[src/rtl/sub_pkg.sv]
// Shared definitions for the bit-serial subtractor: FSM encodings and the
// counter width helper used by the top level.
package sub_pkg;

    typedef enum logic [1:0] {
        S_IDLE = 2'd0,
        S_RUN  = 2'd1,
        S_DONE = 2'd2
    } state_t;

    // Bit counter width: enough to hold WIDTH-1, never narrower than one bit.
    function automatic int cnt_width(input int width);
        return (width < 2) ? 1 : $clog2(width);
    endfunction

endpackage

[src/rtl/full_sub.sv]
// One-bit full subtractor cell: computes a - b - c with difference and borrow.
module full_sub (
    input  logic a,
    input  logic b,
    input  logic c,
    output logic differ,
    output logic barrow
);

    // Borrow is needed when a is 0 and anything is subtracted, or when both
    // b and c are subtracted regardless of a.
    always_comb begin
        differ = a ^ b ^ c;
        barrow = (~a & (b | c)) | (b & c);
    end

endmodule

[src/rtl/serial_sub.sv]
// Bit-serial N-bit subtractor: a - b - bin computed LSB-first, one bit per
// clock, through a single full_sub cell and a registered borrow.
module serial_sub
    import sub_pkg::*;
#(
    parameter int WIDTH = 8
) (
    input  logic             clk,
    input  logic             rst,
    input  logic             start,
    input  logic [WIDTH-1:0] a,
    input  logic [WIDTH-1:0] b,
    input  logic             bin,
    output logic             busy,
    output logic             done,
    output logic [WIDTH-1:0] diff,
    output logic             bout
);

    localparam int CNT_W = cnt_width(WIDTH);

    state_t           state;
    state_t           state_nxt;
    logic             load;
    logic             step;
    logic             last;
    logic [WIDTH-1:0] sa;
    logic [WIDTH-1:0] sb;
    logic [WIDTH-1:0] sd;
    logic             brw;
    logic [CNT_W-1:0] cnt;
    logic             fs_d;
    logic             fs_b;

    assign last = (cnt == CNT_W'(WIDTH - 1));

    full_sub u_slice (
        .a      (sa[0]),
        .b      (sb[0]),
        .c      (brw),
        .differ (fs_d),
        .barrow (fs_b)
    );

    // State register.
    always_ff @(posedge clk) begin
        if (rst) begin
            state <= S_IDLE;
        end else begin
            state <= state_nxt;
        end
    end

    // Next-state logic plus load/step strobes for the datapath; start is
    // only honoured from IDLE or DONE so a start during RUN is ignored.
    always_comb begin
        state_nxt = state;
        load      = 1'b0;
        step      = 1'b0;
        unique case (state)
            S_IDLE: begin
                if (start) begin
                    load      = 1'b1;
                    state_nxt = S_RUN;
                end
            end
            S_RUN: begin
                step = 1'b1;
                if (last) begin
                    state_nxt = S_DONE;
                end
            end
            S_DONE: begin
                if (start) begin
                    load      = 1'b1;
                    state_nxt = S_RUN;
                end else begin
                    state_nxt = S_IDLE;
                end
            end
            default: begin
                state_nxt = S_IDLE;
            end
        endcase
    end

    // Operand/difference shift registers, borrow, counter and result
    // registers; the result is captured on the edge that processes the last
    // bit so it is already valid in the DONE cycle.
    always_ff @(posedge clk) begin
        if (rst) begin
            sa   <= '0;
            sb   <= '0;
            sd   <= '0;
            brw  <= 1'b0;
            cnt  <= '0;
            diff <= '0;
            bout <= 1'b0;
        end else if (load) begin
            sa  <= a;
            sb  <= b;
            brw <= bin;
            cnt <= '0;
        end else if (step) begin
            sa  <= sa >> 1;
            sb  <= sb >> 1;
            sd  <= {fs_d, sd[WIDTH-1:1]};
            brw <= fs_b;
            cnt <= cnt + CNT_W'(1);
            if (last) begin
                diff <= {fs_d, sd[WIDTH-1:1]};
                bout <= fs_b;
            end
        end
    end

    // Registered status outputs, decoded from the upcoming state.
    always_ff @(posedge clk) begin
        if (rst) begin
            busy <= 1'b0;
            done <= 1'b0;
        end else begin
            busy <= (state_nxt == S_RUN);
            done <= (state_nxt == S_DONE);
        end
    end

endmodule
[config.mk]
export PLATFORM = sky130hd
export DESIGN_NAME = serial_sub
export DESIGN_NICKNAME = d
export VERILOG_FILES = /design/src/rtl/sub_pkg.sv /design/src/rtl/full_sub.sv /design/src/rtl/serial_sub.sv
export SDC_FILE = /design/constraint.sdc
export NUM_CORES = 1
export LEC_CHECK = 0
export BUFFER_PORTS_ARGS = -buffer_cell sky130_fd_sc_hd__buf_4
export CAP_MARGIN = 20
export CORE_UTILIZATION = 53
export DETAILED_ROUTE_END_ITERATION = 10
export PLACE_DENSITY = 0.77
export SLEW_MARGIN = 10
export SYNTH_ARGS = -nofsm -noshare
export SYNTH_HDL_FRONTEND = slang
export SYNTH_SLANG_ARGS = --single-unit
[constraint.sdc]
create_clock -name clk -period 1.64 [get_ports clk]
set_input_delay 0.328 -clock clk [delete_from_list [all_inputs] [get_ports clk]]
set_output_delay 0.328 -clock clk [all_outputs]
set_load 0.02 [all_outputs]
==> impl_metrics.py <==
metrics = {
    "finish": {
        "syn_to_final_growth_pct": 19.67,
        "n_antenna_cell": 0,
        "drive_above_1_share": 0.2103,
        "final_nets": 236,
    },
    "setup_path": {
        "cp_max_fo": 10,
        "critPathKind": "flip-flop to flip-flop",
        "end_kind": "flip-flop",
        "crit_path_start": "cnt[0]",
        "worst_setup_path_start_kind": "flip-flop",
        "r2r_start": "cnt[0]",
        "reg2reg_depth": 5,
        "slowest_delay_ps": 340,
        "arrival_ps": 1630,
        "crit_cells": 5,
        "path_common_cell": "ha_1",
        "crit_family": "simple AND/OR/NAND/NOR gates",
        "crit_chain": "ha_1, ha_1, nand3b_1, nand2_1, a21oi_1",
        "cp.required_ps": 1910,
        "crit_slowest_cell": "dfxtp_1",
        "worstPathBufferInverterCount": 0,
    },
    "die": {
        "dieArea_mm2": 0.003187,
        "die_x_um": 56.45,
        "ios": 31,
        "initial_core_util": 0.5650,
        "die_h_um": 56.45,
        "rows": 19,
        "core_area_mm2": 0.002781,
    },
    "grt": {
        "overflow": 0,
        "grt_pass1_wl_um": 5513,
        "grt_pass1_vias": 1316,
        "grt_max_degree": 41,
        "track_usage": 0.2188,
        "antenna_found_initial": 0,
    },
    "cts": {
        "clock_path_buffers": 2,
        "clock_latency_ps": 330,
        "h-tree-depth": 2,
        "numCtsBuffers": 5,
        "cts_setup_buffers": 0,
        "root_buffer": "clkbuf_4",
        "postCtsHoldBufs": 0,
        "clkSinkCount": 40,
        "path_clk_slew_ps": 110,
        "tritoncts": "yes",
        "ctsResizeCount": 0,
    },
    "logic_synthesis": {
        "ys.flop_type": "dfxtp_1",
        "syn_area_per_cell_um2": 8.541,
        "synth_area_mm2": 0.001572,
        "synth_cell_type_count": 24,
        "ys_seq_area_frac": 0.5096,
        "synth_edf_count": 0,
        "async_reset_ff_frac": 0,
        "synth-xor-area-share": 0.005573,
        "muxShareOfSynthArea": 0.01911,
        "synth_warnings": 0,
        "synth_top_family_by_area": "simple AND/OR/NAND/NOR gates",
        "synth_fa_ha_area_frac": 0.02866,
        "netlist_instances": 184,
        "synth_top_area_share": 0.5096,
        "synth_area_leaders": "dfxtp_1, nand2_1, a311oi_1",
        "syn_nets": 207,
        "synth-compound-area-share": 0.1568,
        "yosys.area_share.simple": 0.2205,
        "synth-seq-cells": 40,
        "synth_top_area_cell": "dfxtp_1",
    },
    "outcome": {
        "run_status": "complete, no violations",
    },
    "timing": {
        "setup_viol": 0,
        "hold_violations": 0,
        "slew_violations": 0,
        "rsz0062_at_grt": "no",
        "fmax_mhz": 735.9,
        "finalCritPeriodShare": 0.8286,
        "tightest_slew_ps": 404.5,
        "min_period_ps": 1359,
        "whs_ps": 236.9,
        "clock_skew_ps": 4.784,
        "tns_ps": 0,
        "slew_headroom": 0.7295,
    },
    "drt": {
        "postRouteAntennaNets": 0,
        "routed_wl_um": 3115,
        "routed_via_density": 5.518,
        "first_iter_violations": 53,
        "drc": 0,
        "vias": 1352,
        "wl_per_cell_um": 12.71,
        "firstDrtPassIters": 4,
    },
    "pwr": {
        "p_leak_nw": 0.7382,
        "peakVddDrop_mv": 0.7997,
        "power_per_cell_area_mw_per_mm2": 945.5,
    },
    "job": {
        "cap_violations": 0,
    },
    "placed_design": {
        "hpwl_um": 2164,
        "gp_congestion": 0.7088,
        "portBuffers": 30,
    },
    "hold_path": {
        "whs_path_depth": 3,
        "min_path_type": "primary input to flip-flop",
        "hp-start": "a[7]",
    },
}
==> logic make-up after synthesis <==
family                   count (synthesis)
AO/OA/AOI/OAI                           37
XOR/XNOR                                 1
adder cells (fa/ha/maj)                  3
buffers and inverters                   17
flip-flops                              40
multiplexers                             3
AND/OR/NAND/NOR                         83
==> sequential cells by signal, summed over array words and instances, names as in the netlist <==
name and flops:
cnt 3, state 2, diff 8, brw 1, sd 7, done 1, sa 8, bout 1
sb 8, busy 1
==> worst reg2reg max path: stages (launching register included) <==
cell      delay [ps]
dfxtp_1          340
ha_1             200
ha_1             190
nand3b_1         310
nand2_1           90
a21oi_1          150
==> layout make-up <==
type | count | area, um2
fillers | 243 | 900.9
flip-flops and latches | 40 | 800.8
multi-input cells | 127 | 676.9
repair buffers | 38 | 297.8
clock buffers | 7 | 55.05
well taps | 31 | 38.79
clock inverters | 1 | 7.507
inverters | 1 | 3.754
==> metal layers <==
metal,vias up,global-route usage,routed length (um)
met3,5,0.05069,146
met5,-,0,0
met2,30,0.3681,1514
met1,630,0.2750,1425
met4,0,0.07317,29
li1,687,-,-
==> report_power, final <==
| part | switching (mW) | internal, mW |
|---|---|---|
| logic | 0.121 | 0.103 |
| clock network | 0.299 | 0.210 |
| registers | 0.0270 | 1.02 |
| total | 0.448 | 1.33 |
==> placed cells by master (no fill, tap or decap) <==
master      netlist  layout
a22oi_1           3       3
buf_4             2      37
a21oi_1          19      19
fa_1              1       1
buf_12            0       1
a211oi_1          1       1
ha_1              2       2
mux2i_1           3       3
nand3_1          12      12
clkbuf_4          0       5
and2b_1           1       1
clkbuf_8          0       1
a311oi_1         13      13
nand3b_1          1       1
nor2_1           17      17
clkinvlp_4        0       1
xnor2_1           1       1
nor3_1            4       4
nand2_1          45      45
o21a_1            1       1
clkbuf_1          5       1
dfxtp_1          40      40
nand2b_1          2       2
nor2b_1           1       1
inv_1             1       1
==> metrics by stage <==
stage	cell area [um2]	utilization	power, mW	std cells	setup slack (ps)
floorplan	1572	-	1.212	184	397.7
global placement	1818	0.6536	1.282	237	361.8
finish	1881	0.6761	1.778	245	281.1
detailed placement	1818	0.6536	1.292	237	300.6
global route	1881	0.6761	1.877	245	173.1
CTS	1881	0.6761	1.795	245	275.8
==> path summary, 6_finish.rpt <==
path                            endpoint  slack (ps)
worst min-delay path               sa[7]         240
worst min register to register   diff[2]         470
worst max register to register   diff[3]         280
worst max-delay path             diff[3]         280
==> synthesized netlist by cell type, types with 3 or more instances <==
| library cell | n |
|---|---|
| a21oi_1 | 19 |
| a22oi_1 | 3 |
| a311oi_1 | 13 |
| buf_2 | 6 |
| clkbuf_1 | 5 |
| dfxtp_1 | 40 |
| mux2i_1 | 3 |
| nand2_1 | 45 |
| nand3_1 | 12 |
| nor2_1 | 17 |
| nor3_1 | 4 |
(Power assumes the default switching activity.)
